[src/rtl/gearbox_20_66_pkg.sv]
// gearbox_pkg: constants shared by the 20->66 RX gearbox and its 66->20 TX twin.
//   GB_LANE_W  : serial-lane word width (bits per input cycle)
//   GB_BLOCK_W : 64b/66b block width
//   GB_BUF_W   : residue + incoming word worst case (65 + 20 = 85 bits, 86 wide)
//   GB_FILL_W  : width of the residue bit counter
package gearbox_pkg;

    localparam int GB_LANE_W  = 20;
    localparam int GB_BLOCK_W = 66;
    localparam int GB_BUF_W   = 86;
    localparam int GB_FILL_W  = 7;

    // The same widths expressed at counter width, so fill/tot arithmetic
    // and compares stay width-matched.
    localparam logic [GB_FILL_W-1:0] GB_LANE_CNT  = 7'd20;
    localparam logic [GB_FILL_W-1:0] GB_BLOCK_CNT = 7'd66;

    // Mask selecting the lowest n bits of the residue buffer.
    function automatic logic [GB_BUF_W-1:0] gb_low_mask(input logic [GB_FILL_W-1:0] n);
        return (GB_BUF_W'(1) << n) - GB_BUF_W'(1);
    endfunction

endpackage

[src/rtl/gearbox_20_66_if.sv]
// gearbox_20_66_if: lane-word input and block output of the RX gearbox.
//   din        : 20-bit lane word, bit 0 earliest on the wire
//   din_valid  : din accepted this cycle (no backpressure)
//   slip       : single-cycle request to drop one stream bit
//   dout       : 66-bit block, bit 0 earliest
//   dout_valid : one-cycle pulse per new block
// master = word source / block sink, slave = the gearbox.
interface gearbox_20_66_if;
    import gearbox_pkg::*;

    logic [GB_LANE_W-1:0]  din;
    logic                  din_valid;
    logic                  slip;
    logic [GB_BLOCK_W-1:0] dout;
    logic                  dout_valid;

    modport master (output din, din_valid, slip, input  dout, dout_valid);
    modport slave  (input  din, din_valid, slip, output dout, dout_valid);

endinterface

[src/rtl/gearbox_20_66.sv]
// gearbox_20_66: packs a 20-bit/cycle lane stream (lsbit first) into 66-bit
// blocks for 64b/66b block lock. A slip drops the oldest un-emitted bit so
// the lock logic can walk the block boundary one bit at a time.
//   clk  : sole clock
//   sclr : synchronous active-high clear of control state and outputs
//   gb   : slave side of gearbox_20_66_if (din/din_valid/slip in,
//          dout/dout_valid out)
module gearbox_20_66
    import gearbox_pkg::*;
(
    input  logic          clk,
    input  logic          sclr,
    gearbox_20_66_if.slave gb
);

    logic [GB_BUF_W-1:0]   res_q, res_d;
    logic [GB_FILL_W-1:0]  fill_q, fill_d;
    logic                  slip_pend_q, slip_pend_d;
    logic [GB_BLOCK_W-1:0] dout_q, dout_d;
    logic                  dout_valid_q, dout_valid_d;

    logic [GB_BUF_W-1:0]   cat;
    logic [GB_FILL_W-1:0]  tot;

    always_comb begin
        // Stale residue above fill is masked off, so the new word lands at
        // its bit position regardless of what the buffer held there.
        cat         = res_q & gb_low_mask(fill_q);
        tot         = fill_q;
        slip_pend_d = slip_pend_q;

        if (gb.din_valid) begin
            cat = cat | ({{(GB_BUF_W-GB_LANE_W){1'b0}}, gb.din} << fill_q);
            tot = fill_q + GB_LANE_CNT;
        end

        // Drop before the emit test so a slip on a block-completing word
        // shifts that block. With nothing buffered the request waits;
        // repeats while waiting collapse into one drop.
        if (slip_pend_q || gb.slip) begin
            if (tot != '0) begin
                cat         = cat >> 1;
                tot         = tot - 7'd1;
                slip_pend_d = 1'b0;
            end else begin
                slip_pend_d = 1'b1;
            end
        end

        dout_d       = dout_q;
        dout_valid_d = 1'b0;
        res_d        = cat;
        fill_d       = tot;
        if (tot >= GB_BLOCK_CNT) begin
            dout_d       = cat[GB_BLOCK_W-1:0];
            dout_valid_d = 1'b1;
            res_d        = cat >> GB_BLOCK_W;
            fill_d       = tot - GB_BLOCK_CNT;
        end
    end

    always_ff @(posedge clk) begin
        if (sclr) begin
            dout_q       <= '0;
            dout_valid_q <= 1'b0;
            fill_q       <= '0;
            slip_pend_q  <= 1'b0;
        end else begin
            dout_q       <= dout_d;
            dout_valid_q <= dout_valid_d;
            fill_q       <= fill_d;
            slip_pend_q  <= slip_pend_d;
        end
    end

    // Residue data needs no clear: fill = 0 after sclr masks it all out.
    always_ff @(posedge clk) begin
        res_q <= res_d;
    end

    assign gb.dout       = dout_q;
    assign gb.dout_valid = dout_valid_q;

endmodule

[src/flat_wrapper.sv]
// flat-port wrapper written by rule: the top's interface ports become plain ports
module gearbox_20_66_flat import gearbox_pkg::*;
  (clk, sclr, gb_din, gb_din_valid, gb_slip, gb_dout, gb_dout_valid);
  gearbox_20_66_if gb_i ();
  input  logic clk;
  input  logic sclr;
  input wire logic [$bits(gb_i.din)-1:0] gb_din;
  input wire logic [$bits(gb_i.din_valid)-1:0] gb_din_valid;
  input wire logic [$bits(gb_i.slip)-1:0] gb_slip;
  output wire logic [$bits(gb_i.dout)-1:0] gb_dout;
  output wire logic [$bits(gb_i.dout_valid)-1:0] gb_dout_valid;
  assign gb_i.din = gb_din;
  assign gb_i.din_valid = gb_din_valid;
  assign gb_i.slip = gb_slip;
  assign gb_dout = gb_i.dout;
  assign gb_dout_valid = gb_i.dout_valid;
  gearbox_20_66 u_core (.clk(clk), .sclr(sclr), .gb(gb_i));
endmodule
[config.mk]
export PLATFORM = sky130hd
export DESIGN_NAME = gearbox_20_66_flat
export DESIGN_NICKNAME = d
export VERILOG_FILES = /design/src/rtl/gearbox_20_66_pkg.sv /design/src/rtl/gearbox_20_66_if.sv /design/src/rtl/gearbox_20_66.sv /design/src/flat_wrapper.sv
export SDC_FILE = /design/constraint.sdc
export NUM_CORES = 1
export LEC_CHECK = 0
export BUFFER_PORTS_ARGS = -buffer_cell sky130_fd_sc_hd__buf_2
export CAP_MARGIN = 20
export CELL_PAD_IN_SITES_DETAIL_PLACEMENT = 0
export CELL_PAD_IN_SITES_GLOBAL_PLACEMENT = 1
export CORE_ASPECT_RATIO = 1.75
export CORE_UTILIZATION = 40
export DETAILED_ROUTE_END_ITERATION = 10
export PLACE_DENSITY_LB_ADDON = 0.12
export SLEW_MARGIN = 20
export SYNTH_ARGS = -nofsm -noshare
export SYNTH_HDL_FRONTEND = slang
export SYNTH_SLANG_ARGS = --single-unit
export TNS_END_PERCENT = 50
[constraint.sdc]
create_clock -name clk -period 5.4 [get_ports clk]
set_input_delay 0.81 -clock clk [delete_from_list [all_inputs] [get_ports clk]]
set_output_delay 0.81 -clock clk [all_outputs]
set_load 0.005 [all_outputs]
==> results.json <==
{
  "cts_buffers": 17,
  "cp_max_fo": 35,
  "drtAntennaViolNets": 0,
  "total_power_mw": 10.7,
  "max_cap_viol_count": 0,
  "power_density_nw_per_um2": 754,
  "synthTopCellsByArea": "dfxtp_1, nand2_1, nor2_1",
  "grt_pass1_wl_um": 101000,
  "dieHeight_um": 237,
  "synthFlopType": "dfxtp_1",
  "syn_inst": 1693,
  "ys.warnings.count": 0,
  "vias": 14600,
  "synth_top_cell_area_share_pct": 25.5,
  "routed_wl_um": 70900,
  "maxSlewHeadroom_pct": 17.3,
  "power.leakage_nw": 5.59,
  "clock_skew_ns": 0.0225,
  "yosysTopAreaCell": "dfxtp_1",
  "grt_usage_pct": 44.4,
  "grt.overflow.total": 0,
  "synth_nets": 1725,
  "yosysSeqAreaShare_pct": 25.5,
  "gp_congestion": 1.11,
  "highest_layer": "met5",
  "cts-htree-levels": 4,
  "synth-seq-cells": 161,
  "cts_resized": 0,
  "worst_pin_slew_ns": 1.23,
  "dr_wl_met3_um": 6720,
  "holdBufCountCts": 0,
  "core_area_um2": 30900,
  "hold_viol_final": 0,
  "cts_sinks": 161,
  "route.detailed.drc": 0,
  "path_clk_slew_ns": 0.08,
  "start_kind": "flip-flop",
  "rsz0062_at_grt": "false",
  "finalCritPeriodShare_pct": 91.0,
  "setup_viol": 0,
  "dr.first_iter.drc_count": 1702,
  "required_ns": 5.74,
  "drv_slew": 0,
  "wl_per_cell_um": 33.0,
  "clk_latency_ns": 0.47,
  "initial_core_util_pct": 40.8,
  "wl_met1_um": 25300,
  "cts_tree": "done",
  "pin_count": 91,
  "fin_crit_ns": 4.92,
  "die_area_um2": 32300,
  "drive_above_1_share_pct": 17.4,
  "hp-class": "flip-flop to flip-flop",
  "crit_path_end_kind": "flip-flop",
  "die_x_um": 136,
  "max_freq_ghz": 0.203,
  "status": "complete, no violations",
  "port_buffers": 90,
  "postCtsSetupRepairBufs": 0,
  "drtPass1Iterations": 6,
  "netlist-cell-type-count": 98,
  "synth_edf_count": 0,
  "worst-setup-path-type": "flip-flop to flip-flop",
  "root_buffer": "clkbuf_16",
  "tns_ns": 0,
  "final_nets": 1776,
  "antenna_found_initial": 7,
  "mappedNetlistArea_um2": 12600,
  "dr_wl_met2_um": 31200,
  "critical_path_arrival_ns": 5.26,
  "placementRows": 85,
  "syn2layout_area_growth_pct": 12.8,
  "async_flop_share_pct": 0,
  "peakVddDrop_v": 0.000407,
  "final_area_um2": 14300,
  "grt_start_max_net_pins": 63,
  "grt_pass1_vias": 14000,
  "cts_buffer_depth": 2,
  "place_area_um2": 13600,
  "syn_avg_cell_area_um2": 7.47,
  "routed_via_density": 6.77,
  "place_hpwl_um": 53200
}
cell families after synthesis:
| kind of cell | count (synthesis) | synth area share, % |
|---|---|---|
| AOI/OAI and AO/OA | 443 | 23.2 |
| xor gates and xnor gates | 51 | 3.53 |
| adders and majority gates | 8 | 0.792 |
| buffers and inverters | 161 | 5.96 |
| DFF | 161 | 25.5 |
| muxes | 105 | 10.1 |
| and+or+nand+nor | 764 | 30.9 |
worst max-delay path, stage by stage, from the launching register on:
cell and delay, ns:
dfxtp_1 0.33, buf_4 0.38, ha_1 0.85, nor2_1 0.22
buf_4 0.28, o21ai_0 0.97, a211oi_1 0.19, buf_4 0.21
o2111ai_1 0.08, nor4_1 0.10, buf_4 0.18, nand4_1 0.11
nand4_1 0.46, nand2_1 0.31, o21ai_0 0.10
flip-flops by register name (all words and copies together) (netlist names):
register and count:
u_core.slip_pend_q 1, u_core.gb.dout_valid 1, u_core.gb.dout 66, u_core.res_q 86, u_core.fill_q 7
area by class of cell:
| type | instances | area (µm²) |
|---|---|---|
| Fill cell | 3263 | 16700 |
| Multi-Input combinational cell | 1371 | 8700 |
| Sequential cell | 161 | 3230 |
| Timing Repair Buffer | 177 | 1130 |
| Tap cell | 391 | 489 |
| Clock buffer | 17 | 425 |
| Clock inverter | 15 | 208 |
| Inverter | 16 | 60.1 |
| Antenna cell | 3 | 7.51 |
Yosys cell counts (12+ instances only):
library cell and instances:
nand3b_1 47, o211ai_1 15, nor3_1 48, and2_1 28, a21oi_1 91, a31oi_1 12
nand3_1 56, inv_1 16, a211oi_1 16, a22oi_1 23, nand4_1 19, o22ai_1 33
nand2_1 231, nor2b_1 15, mux4_2 15, o21ai_0 113, dfxtp_1 161, clkbuf_1 72
and3_1 18, nand2b_1 14, mux2i_1 60, xnor2_1 33, mux2_2 29, buf_2 45
nor2_1 191, xor2_1 18
cell usage in the layout (no fill, tap or decap), types with 16 or more instances in the layout:
cell / Yosys / layout
nand2_1: 231 / 230
nor2_1: 191 / 190
dfxtp_1: 161 / 156
o21ai_0: 113 / 109
a21oi_1: 91 / 91
buf_2: 45 / 90
buf_4: 6 / 85
mux2i_1: 60 / 60
nand3_1: 56 / 56
nor3_1: 48 / 47
nand3b_1: 47 / 47
xnor2_1: 33 / 33
o22ai_1: 33 / 33
mux2_2: 29 / 29
and2_1: 28 / 27
a22oi_1: 23 / 23
nand4_1: 19 / 19
xor2_1: 18 / 18
and3_1: 18 / 18
clkbuf_16: 0 / 17
inv_1: 16 / 16
a211oi_1: 16 / 16
final timing paths:
kind	slack, ns	from	end	cells past startpoint
max	0.48	u_core.fill_q[0]$_SDFF_PP0_	u_core.res_q[12]$_DFF_P_	14
min	0.45	u_core.gb.dout[17]$_SDFFE_PP0N_	u_core.gb.dout[17]$_SDFFE_PP0N_	2
max reg2reg	0.48	u_core.fill_q[0]$_SDFF_PP0_	u_core.res_q[12]$_DFF_P_	14
min reg2reg	0.45	u_core.gb.dout[17]$_SDFFE_PP0N_	u_core.gb.dout[17]$_SDFFE_PP0N_	2
metal layers:
metal  up-vias  track usage [%]
li1       6312                -
met1      6974             49.2
met2       924             67.3
met3       351             13.8
met4         6             39.5
met5         -                0
power by group:
group          switching (mW)  internal [mW]  leakage [nW]
Clock                   0.639          0.675         0.307
Combinational            5.24           2.35          3.95
Sequential              0.295           1.55          1.33
stage by stage:
stage	instances	utilization, %	worst slack (ns)	hold WS (ns)
CTS	2148	46.0	0.935	0.457
finish	2151	46.0	0.484	0.454
global placement	2116	43.9	0.871	0.437
detailed placement	2116	43.9	0.979	0.446
floorplan	1693	-	1.62	0.448
global route	2148	46.0	0.501	0.474
Note: power is estimated with default switching activity, not from simulation.
